--- src/rtl/lc4_nzp_cc_bank.sv ---
// Multi-context LC4 condition-code bank: per-thread NZP storage, branch evaluation, taken counter.
// Optional macro LC4_NZP_CC_BYPASS_EN forwards same-cycle write data to the read/branch path.
module lc4_nzp_cc_bank #(
    parameter int WIDTH   = 16,
    parameter int THREADS = 4,
    parameter int TID_W   = 2
) (
    input  logic             clk,
    input  logic             rst,
    input  logic             gwe,
    input  logic             wr_en,
    input  logic [TID_W-1:0] wr_tid,
    input  logic [WIDTH-1:0] wr_data,
    input  logic             br_eval,
    input  logic [TID_W-1:0] rd_tid,
    input  logic [2:0]       br_mask,
    output logic [2:0]       nzp,
    output logic             cc_valid,
    output logic             br_taken,
    output logic [15:0]      taken_cnt
);

    function automatic logic [2:0] nzp_reduce(input logic [WIDTH-1:0] v);
        if (v[WIDTH-1]) begin
            return 3'b100;
        end else if (v == {WIDTH{1'b0}}) begin
            return 3'b010;
        end else begin
            return 3'b001;
        end
    endfunction

    logic [2:0]  nzp_q   [THREADS];
    logic [2:0]  nzp_d   [THREADS];
    logic        valid_q [THREADS];
    logic        valid_d [THREADS];
    logic [15:0] cnt_q;
    logic [15:0] cnt_d;

    logic [2:0]  wr_nzp_s;
    logic [2:0]  rd_nzp_s;
    logic        rd_valid_s;
    logic        rd_hit_s;

    assign wr_nzp_s = nzp_reduce(wr_data);

    // Read mux; ids beyond THREADS never match and so read as 000 / invalid.
    always_comb begin
        rd_nzp_s   = 3'b000;
        rd_valid_s = 1'b0;
        rd_hit_s   = 1'b0;
        for (int t = 0; t < THREADS; t++) begin
            if (rd_tid == TID_W'(t)) begin
                rd_nzp_s   = nzp_q[t];
                rd_valid_s = valid_q[t];
                rd_hit_s   = 1'b1;
            end else begin
                rd_hit_s   = rd_hit_s;
            end
        end
`ifdef LC4_NZP_CC_BYPASS_EN
        if (gwe && wr_en && rd_hit_s && (wr_tid == rd_tid)) begin
            rd_nzp_s   = wr_nzp_s;
            rd_valid_s = 1'b1;
        end else begin
            rd_valid_s = rd_valid_s;
        end
`endif
    end

    assign nzp       = rd_nzp_s;
    assign cc_valid  = rd_valid_s;
    assign br_taken  = br_eval & rd_valid_s & (|(br_mask & rd_nzp_s));
    assign taken_cnt = cnt_q;

    // Next-state: one context written per cycle, saturating taken counter, all gated by gwe.
    always_comb begin
        nzp_d   = nzp_q;
        valid_d = valid_q;
        cnt_d   = cnt_q;
        if (gwe) begin
            for (int t = 0; t < THREADS; t++) begin
                if (wr_en && (wr_tid == TID_W'(t))) begin
                    nzp_d[t]   = wr_nzp_s;
                    valid_d[t] = 1'b1;
                end else begin
                    nzp_d[t]   = nzp_q[t];
                end
            end
            if (br_taken && (cnt_q != 16'hFFFF)) begin
                cnt_d = cnt_q + 16'd1;
            end else begin
                cnt_d = cnt_q;
            end
        end else begin
            cnt_d = cnt_q;
        end
    end

    // State registers; reset overrides any concurrent write or count.
    always_ff @(posedge clk) begin
        if (rst) begin
            for (int t = 0; t < THREADS; t++) begin
                nzp_q[t]   <= 3'b000;
                valid_q[t] <= 1'b0;
            end
            cnt_q <= 16'd0;
        end else begin
            nzp_q   <= nzp_d;
            valid_q <= valid_d;
            cnt_q   <= cnt_d;
        end
    end

endmodule

--- config.mk ---
export PLATFORM = sky130hd
export DESIGN_NAME = lc4_nzp_cc_bank
export DESIGN_NICKNAME = d
export VERILOG_FILES = /design/src/rtl/lc4_nzp_cc_bank.sv
export SDC_FILE = /design/constraint.sdc
export NUM_CORES = 1
export LEC_CHECK = 0
export CAP_MARGIN = 40
export CELL_PAD_IN_SITES_DETAIL_PLACEMENT = 1
export CELL_PAD_IN_SITES_GLOBAL_PLACEMENT = 1
export CORE_ASPECT_RATIO = 0.75
export CORE_MARGIN = 2
export CORE_UTILIZATION = 36
export CTS_BUF_LIST = sky130_fd_sc_hd__clkbuf_8
export DETAILED_ROUTE_END_ITERATION = 8
export HOLD_SLACK_MARGIN = 0.02
export PLACE_DENSITY_LB_ADDON = 0.1
export REMOVE_ABC_BUFFERS = 1
export SYNTH_ARGS = -nofsm -noshare
export SYNTH_HDL_FRONTEND = slang
export SYNTH_SLANG_ARGS = --single-unit
--- constraint.sdc ---
create_clock -name clk -period 2.65 [get_ports clk]
set_clock_uncertainty 0.1 [all_clocks]
set_input_delay 0.265 -clock clk [delete_from_list [all_inputs] [get_ports clk]]
set_output_delay 0.265 -clock clk [all_outputs]
set_load 0.01 [all_outputs]
==> impl_results.md, run 1 <==
- Post-DP HPWL: 4264 um
- CTS Root Cell: clkbuf_8
- Slew @ Worst Pin: about 620 ps
- Vias in the first global route: 1829
- Slowest CP cell: mux4_2
- H-tree depth: 2
- Average size of a mapped cell: about 9 sq um
- WL per Instance: 18.12 um
- Final antenna-violating net count: 0
- Hold Path Class: register to register
- Die X: 83.30 um
- Average vias per placed instance: 5.484
- Die footprint: 5287 sq um
- RD Place Congestion: 0.8266
- Final min period: 2492 ps
- CP Max Fanout: 4
- Cell area after synthesis: 1698 sq um
- Clock latency on the worst-skew pair: 290 ps
- VDD IR max: roughly 0.00022 V
- Quantity of I/O buffers inserted on ports: 48
- Pwr/cell area: 439.9 nW/um^2
- TritonRoute pass-1 iters: 4
- Total GRT Usage: 0.2283
- N_diodes: 0
- Critical Path RT: around 2300 ps
- Sequential-to-total area share from yosys stat: 0.3773
- F_max: 0.4013 GHz
- DRC violations left: 0
- Final wirelength: ~5600 um
- Io pins: 49
- Inst Count DP: 299
- Asr flop ratio synth: 0
- Mapped Cells: 189
- WP data arrival: 2130 ps
- Total CTS buffers: 5
- Endpoints failing setup: 0
- Final Hold Viols: 0
- Most frequent cells in the layout: clkdlybuf4s50_1 (46), dfxtp_1 (32), nor2_1 (23)
- Yosys cell types: 42
- Initial antenna violation count: 0
- Top FF cell, synth: dfxtp_1
- Power Total: 1.070 mW
- Yosys reg bits: 32
- CTS clk-pin slew, worst paths: 70 ps
- Synth warn: 0
- Leakage: between 0.8 and 0.9 nW
- CTS Sinks: 32
- Unrepaired setup endpoints after global routing: false
- Die Y: about 63 um
- Area growth from synthesis to layout: 43.26%
- Final setup TNS: 0 ps
- Final instance count without filler cells: 308
- Crit path capture type: output port
- Initial Utilization: 0.3779
- Via count: 1689
- First-pass GRT wire length: about 9400 um
- DP Worst Slack: -120.1 ps
- Core box area: 4493 sq um
- Critical path's top delay family: buffers and inverters
- Critical path class: primary input to output port
- Row cnt: 21
- Number of buffers and inverters on the critical path: 2
- Slew margin rel.: 0.5838
- NumNets Final: 279
- Crit path cell chain: dlygate4sd2_1 > mux4_2 > a2111oi_4 > nor2_1 > clkdlybuf4s50_1
- Critical Path Max Stage Delay: 580 ps
- Final period util: 0.9404
- Max Cap Viol: 0
- Commonest non-fill, non-tap cell in the layout: clkdlybuf4s50_1
- Number of synthesized flops with an enable pin: 0
- Slew Viols, Final: 0
- Largest net degree at the start of global routing: 18
- Setup WS post-layout: 158.1 ps
- Startpoint Class: primary input
- CTS tree: done
- Maximum root-to-sink buffer count: 2
- GRT overflow: 0
- Status: complete, no violations
- DR iter-0 viols: 109
- Share of cells above drive strength 1: 0.1793
==> synth_stat cells, types with 3 or more instances <==
| library cell | n | share of area |
|---|---|---|
| o41ai_1 | 4 | 0.021 |
| nor3_1 | 3 | 0.0088 |
| a211oi_1 | 3 | 0.013 |
| nor4_1 | 7 | 0.026 |
| nor2_1 | 23 | 0.051 |
| nand2_1 | 10 | 0.022 |
| nor2b_1 | 5 | 0.018 |
| mux2i_1 | 10 | 0.059 |
| and3_1 | 3 | 0.011 |
| o31ai_1 | 5 | 0.022 |
| clkbuf_1 | 5 | 0.011 |
| nand3_1 | 5 | 0.015 |
| a21oi_1 | 18 | 0.053 |
| dfxtp_1 | 32 | 0.38 |
| inv_1 | 6 | 0.013 |
| nand4_1 | 5 | 0.018 |
| mux2_2 | 7 | 0.046 |
| or4_1 | 5 | 0.022 |
| or4b_2 | 4 | 0.024 |
==> repair_timing <==
action / CTS / global route
buffers inserted: 1 / 0
hold buffers: 0 / 0
resized for setup: 1 / 1
setup endpoints to repair: 1 / 1
==> worst paths after layout <==
check        slack (ps)  cells past startpoint          from       endpoint
max reg2reg         340                      5  taken_cnt[3]  taken_cnt[15]
min reg2reg         370                      2    valid_q[0]     valid_q[0]
min                 370                      2    valid_q[0]     valid_q[0]
max                 160                      5     rd_tid[0]       br_taken
==> per-stage QoR <==
step | hold WS, ps | instance area (sq um) | utilization
2_1_floorplan | 234.1 | 1640 | -
3_3_place_gp | 331.9 | 2312 | 0.5146
3_5_place_dp | 344.0 | 2312 | 0.5146
4_1_cts | 366.4 | 2430 | 0.5408
5_1_grt | 386.2 | 2432 | 0.5414
6_report | 367.6 | 2432 | 0.5414
==> power breakdown <==
group / total (mW) / switching, mW / leakage (nW) / internal (mW)
Combinational: 0.106 / 0.0454 / 0.563 / 0.0610
Clock: 0.475 / 0.197 / 0.0541 / 0.278
Sequential: 0.489 / 0.00343 / 0.258 / 0.485
Total: 1.07 / 0.246 / 0.875 / 0.825
==> routing by layer <==
layer / GRT usage / wire [um]
met5: 0 / 0
met4: 0.07787 / 94
met3: 0.04587 / 167
met2: 0.3518 / 2507
met1: 0.3189 / 2810
==> worst register-to-register path, stage by stage, from the launching register on <==
cell and delay [ps]:
dfxtp_1 480, and4_1 320, nand3_1 210, or4b_4 580, or4_1 410, a21oi_1 140
==> final cells by class <==
type / instances / area [sq um]
Tap cell: 57 / 71.32
Clock buffer: 5 / 68.82
Fill cell: 537 / 2061
Inverter: 6 / 22.52
Clock inverter: 3 / 42.54
Multi-Input combinational cell: 140 / 977.2
Timing Repair Buffer: 65 / 609.3
Sequential cell: 32 / 640.6
==> cell families (layout without fill, tap and decap cells) <==
family                     count (synthesis)  after routing  synth area share
and+or+nand+nor                           82             82            0.2800
AOI/OAI and AO/OA                         38             38            0.1562
DFF                                       32             32            0.3773
muxes                                     19             19            0.1319
buffers and inverters                     17             79           0.04716
adders and majority gates                  1              1          0.007368
==> sequential cells by signal (all words and copies together) (netlist names) <==
name       count
nzp_q         12
valid_q        4
taken_cnt     16
Power figures use the tool's default switching activity.
==> run 2, diff against run 1 <==
Settings changed: SKIP_CTS_REPAIR_TIMING set to 1.
==> run 2 against run 1 <==
  * Sequential power hardly changed
  * Total power about the same
  * Core utilization decreased by 0.083 points
  * Global-route usage is the same
  * Hold slack better by 2.0 ps
  * Via count is 0.59% higher
  * Final cell count fell by 0.32%
  * Setup slack got worse by 10 ps
==> impl_results.md, run 2 (synthesis gave the netlist of run 1 again) <==
- Status: complete, no violations (unchanged)
- Final antenna-violating net count: 0 (unchanged)
- WL per Instance: 18.20 um (was 18.12 um)
- WP data arrival: 2140 ps (was 2130 ps)
- GRT overflow: 0 (unchanged)
- Die X: 83.30 um (unchanged)
- Largest net degree at the start of global routing: 18 (unchanged)
- CTS tree: done (unchanged)
- Maximum root-to-sink buffer count: 2 (unchanged)
- RD Place Congestion: 0.8266 (unchanged)
- Endpoints failing setup: 0 (unchanged)
- Slew Viols, Final: 0 (unchanged)
- Hold Path Class: register to register (unchanged)
- Final Hold Viols: 0 (unchanged)
- Post-route cell area: 2429 sq um (was 2432 sq um)
- Vias in the first global route: 1830 (was 1829)
- Total GRT Usage: 0.2283 (unchanged)
- Area after DPL: 2312 sq um (unchanged)
- Unrepaired setup endpoints after global routing: false (unchanged)
- Met1 Use GR: 0.3173 (was 0.3189)
- Die footprint: 5287 sq um (unchanged)
- DRC violations left: 0 (unchanged)
- Met2 usage: 0.3538 (was 0.3518)
- CTS Root Cell: clkbuf_8 (unchanged)
- Max Cap Viol: 0 (unchanged)
- Final min period: 2502 ps (was 2492 ps)
- DR iter-0 viols: 70 (was 109)
- Most frequent cells in the layout: clkdlybuf4s50_1 (46), dfxtp_1 (32), nor2_1 (23) (unchanged)
- Core box area: 4493 sq um (unchanged)
- Most Crowded Layer GR: met2 (unchanged)
- Final wirelength: 5588 um (was 5580 um)
- Average vias per placed instance: 5.534 (was 5.484)
- Quantity of I/O buffers inserted on ports: 48 (unchanged)
- H-tree depth: 2 (unchanged)
- Max reg flops: 16 (unchanged)
- First-pass GRT wire length: 9404 um (unchanged)
- CP Max Fanout: 2 (was 4)
- Final period util: 0.9443 (was 0.9404)
- Total CTS buffers: 5 (unchanged)
- Die Y: 63.48 um (unchanged)
- Clock latency on the worst-skew pair: 290 ps (about the same)
- VDD IR max: 0.0002207 V (was 0.0002205 V)
- Slew margin rel.: 0.5838 (about the same)
- Startpoint Class: register (was primary input)
- NumNets Final: 278 (was 279)
- N_diodes: 0 (unchanged)
- F_max: 0.3996 GHz (was 0.4013 GHz)
- TritonRoute pass-1 iters: 4 (unchanged)
- Hold Slack: 369.6 ps (was 367.6 ps)
- Slew @ Worst Pin: 622.3 ps (was 622.4 ps)
- GRT met3 Usage: 0.04587 (unchanged)
- Post-DP HPWL: 4264 um (unchanged)
- Leakage: 0.8774 nW (was 0.8751 nW)
- Initial Utilization: 0.3779 (unchanged)
- Critical path class: register to output port (was primary input to output port)
- Number of fill cells: 538 (was 537)
- Initial antenna violation count: 0 (unchanged)
- Critical Path RT: 2290 ps (about the same)
- CTS Sinks: 32 (unchanged)
- Area growth from synthesis to layout: 43.04% (was 43.26%)
- Via count: 1699 (was 1689)
- Share of cells above drive strength 1: 0.1760 (was 0.1793)
- Crit path capture type: output port (unchanged)
- CTS clk-pin slew, worst paths: 70 ps (about the same)
- Pwr/cell area: 440.6 nW/um^2 (was 439.9 nW/um^2)
- Commonest non-fill, non-tap cell in the layout: clkdlybuf4s50_1 (unchanged)
- Io pins: 49 (unchanged)
- Row cnt: 21 (unchanged)
## run 2: power by group
| group | internal (mW) | switching [mW] | total [mW] |
|---|---|---|---|
| registers | 0.485 | 0.00345 | 0.489 |
| logic | 0.0610 | 0.0452 | 0.106 |
| clock network | 0.278 | 0.197 | 0.475 |
| total | 0.825 | 0.246 | 1.07 |
## run 2: path summary, 6_finish.rpt
path	start	endpoint	slack, ps	depth (start not counted)
setup / recovery	nzp_q[2]	br_taken	150	4
hold / removal	valid_q[0]	valid_q[0]	370	2
setup reg to reg	taken_cnt[3]	taken_cnt[15]	350	5
hold reg to reg	valid_q[0]	valid_q[0]	370	2
## run 2: critical path, cell delays in order (launching register included)
cell	delay, ps
dfxtp_1	330
mux4_2	530
a2111oi_4	410
nor2_1	90
clkdlybuf4s50_1	490
## run 2: area by class of cell
class                   instances  area (sq um)  share of cell area
multi-input cells             140         977.2              0.4024
flip-flops and latches         32         640.6              0.2638
repair buffers                 64         605.6              0.2494
well taps                      57         71.32             0.02937
clock buffers                   5         68.82             0.02834
clock inverters                 3         42.54             0.01752
inverters                       6         22.52            0.009274
## run 2: metal layers
metal,up-vias,part of all wire
met2,31,0.45
met4,0,0.017
met1,834,0.50
met5,-,0
li1,825,-
met3,9,0.029
## run 2: metrics by stage
step / std cells / util / TNS (ps) / setup slack, ps / power [mW]
3_3_place_gp: 299 / 0.5146 / -256.5 / -96.18 / 0.6010
4_1_cts: 307 / 0.5394 / -135.5 / -135.5 / 1.078
3_5_place_dp: 299 / 0.5146 / -906.7 / -120.1 / 0.6060
6_report: 307 / 0.5405 / 0 / 147.7 / 1.070
2_1_floorplan: 178 / - / 0 / 252.7 / 0.5256
5_1_grt: 307 / 0.5405 / 0 / 66.78 / 1.119
==> run 3, diff against run 2 <==
Settings changed: CORE_MARGIN 2 to unset.
==> run 3 against run 2 <==
  * Hold slack worse by 5.3 ps
  * Core utilization is 0.50 points lower
  * Flip-flop and latch count unchanged
  * Cell area is 0.93% lower
  * Non-clock buffer count fell by 1
  * Register-to-register slack better by 30 ps
  * Total power is 6.3% lower
  * Combinational power about the same
  * Die area decreased by 5.5%
  * Count of clock-buffer cells in the layout is 2 higher
  * Critical endpoint unchanged
==> impl_results.md, run 3 (synthesis gave the netlist of run 1 again) <==
- Status: complete, no violations (unchanged)
- Hold Path Class: register to register (unchanged)
- Final min period: 2515 ps (was 2502 ps)
- Vias in the first global route: 1662 (was 1830)
- GRT overflow: 0 (unchanged)
- Power Total: 1.003 mW (was 1.070 mW)
- Most frequent cells in the layout: clkdlybuf4s50_1 (46), dfxtp_1 (32), nor2_1 (23) (unchanged)
- Final period util: 0.9490 (was 0.9443)
- Total CTS buffers: 5 (unchanged)
- Initial antenna violation count: 0 (unchanged)
- Hold Slack: 364.3 ps (was 369.6 ps)
- Pwr/cell area: 416.8 nW/um^2 (was 440.6 nW/um^2)
- Final Hold Viols: 0 (unchanged)
- Area growth from synthesis to layout: 41.71% (was 43.04%)
- Slew Viols, Final: 0 (unchanged)
- Endpoints failing setup: 0 (unchanged)
- Setup WS post-layout: 135.2 ps (was 147.7 ps)
- CTS clk-pin slew, worst paths: 70 ps (about the same)
- CP Max Fanout: 2 (unchanged)
- Initial Utilization: 0.3779 (unchanged)
- Largest net degree at the start of global routing: 24 (was 18)
- CTS tree: done (unchanged)
- Number of buffers and inverters on the critical path: 1 (unchanged)
- WL per Instance: 17.14 um (was 18.20 um)
- Crit path capture type: output port (unchanged)
- Quantity of I/O buffers inserted on ports: 48 (unchanged)
- Row cnt: 21 (unchanged)
- N_diodes: 0 (unchanged)
- Critical Path Max Stage Delay: 520 ps (was 530 ps)
- VDD IR max: 0.0002609 V (was 0.0002207 V)
- Maximum root-to-sink buffer count: 2 (unchanged)
- DR iter-0 viols: 70 (unchanged)
- Core box area: 4493 sq um (unchanged)
- Max Cap Viol: 0 (unchanged)
- Critical path class: register to output port (unchanged)
- Die footprint: 4998 sq um (was 5287 sq um)
- CTS Root Cell: clkbuf_8 (unchanged)
- TritonRoute pass-1 iters: 4 (unchanged)
- Post-DP HPWL: 4115 um (was 4264 um)
- Slowest CP cell: mux4_2 (unchanged)
- NumNets Final: 277 (was 278)
- Unrepaired setup endpoints after global routing: false (unchanged)
- Slew @ Worst Pin: 596.7 ps (was 622.3 ps)
- Total GRT Usage: 0.2201 (was 0.2283)
- F_max: 0.3977 GHz (was 0.3996 GHz)
- Die X: 81.30 um (was 83.30 um)
- Final wirelength: 5228 um (was 5588 um)
- Critical path's top delay family: multiplexers (unchanged)
- Critical Path RT: 2290 ps (about the same)
- Io pins: 49 (unchanged)
- First-pass GRT wire length: 7962 um (was 9404 um)
- CTS Sinks: 32 (unchanged)
- Commonest non-fill, non-tap cell in the layout: clkdlybuf4s50_1 (unchanged)
- Share of cells above drive strength 1: 0.1694 (was 0.1760)
- Leakage: 0.8701 nW (was 0.8774 nW)
- Final antenna-violating net count: 0 (unchanged)
- Via count: 1676 (was 1699)
- Crit path cell chain: mux4_2 > a2111oi_4 > nor2_1 > clkdlybuf4s50_1 (unchanged)
- RD Place Congestion: 0.8341 (was 0.8266)
- Max reg flops: 16 (unchanged)
- Die Y: 61.48 um (was 63.48 um)
- WP data arrival: 2150 ps (was 2140 ps)
- DRC violations left: 0 (unchanged)
- Average vias per placed instance: 5.495 (was 5.534)
- H-tree depth: 2 (unchanged)
- DP Worst Slack: -174.1 ps (was -120.1 ps)
- Clock latency on the worst-skew pair: 280 ps (was 290 ps)
- Startpoint Class: register (unchanged)
- Number of fill cells: 534 (was 538)
- Final setup TNS: 0 ps (unchanged)
- Slew margin rel.: 0.6009 (was 0.5838)
[run 3: final cells by class]
type / count / area [sq um] / share of cell area
Multi-Input combinational cell: 140 / 977.2 / 0.4061
Sequential cell: 32 / 640.6 / 0.2663
Timing Repair Buffer: 63 / 598.1 / 0.2486
Clock buffer: 7 / 96.34 / 0.04004
Tap cell: 57 / 71.32 / 0.02964
Inverter: 6 / 22.52 / 0.009360
[run 3: metal layers]
layer	global-route usage	vias up	routed length (um)	part of all wire
met5	0	-	0	0
met4	0.08163	0	53	0.010
met3	0.05037	7	159	0.030
met2	0.3464	22	2384	0.46
met1	0.2958	825	2631	0.50
li1	-	822	-	-
[run 3: worst paths after layout]
| kind | start | endpoint | slack (ps) | depth (start not counted) |
|---|---|---|---|---|
| max reg2reg | taken_cnt[3] | taken_cnt[15] | 380 | 5 |
| min reg2reg | valid_q[0] | valid_q[0] | 360 | 2 |
| min | valid_q[0] | valid_q[0] | 360 | 2 |
| max | nzp_q[2] | br_taken | 140 | 4 |
[run 3: where the power goes]
group | internal, mW | switching [mW] | leakage (nW)
clock network | 0.231 | 0.176 | 0.0503
registers | 0.486 | 0.00333 | 0.258
logic | 0.0613 | 0.0451 | 0.561
total | 0.778 | 0.225 | 0.870
[run 3: worst register-to-register path, delay by kind of cell (launching register included)]
kind	cells	cell delay (ps)
DFF	1	440
and+or+nand+nor	4	1510
AOI/OAI and AO/OA	1	150
[run 3: per-stage QoR]
stage                     utilization  instances  cell area [sq um]
after floorplan                     -        178               1640
after global placement         0.5129        298               2305
after detailed placement       0.5129        298               2305
after CTS                      0.5344        305               2401
after global routing           0.5355        305               2406
final                          0.5355        305               2406
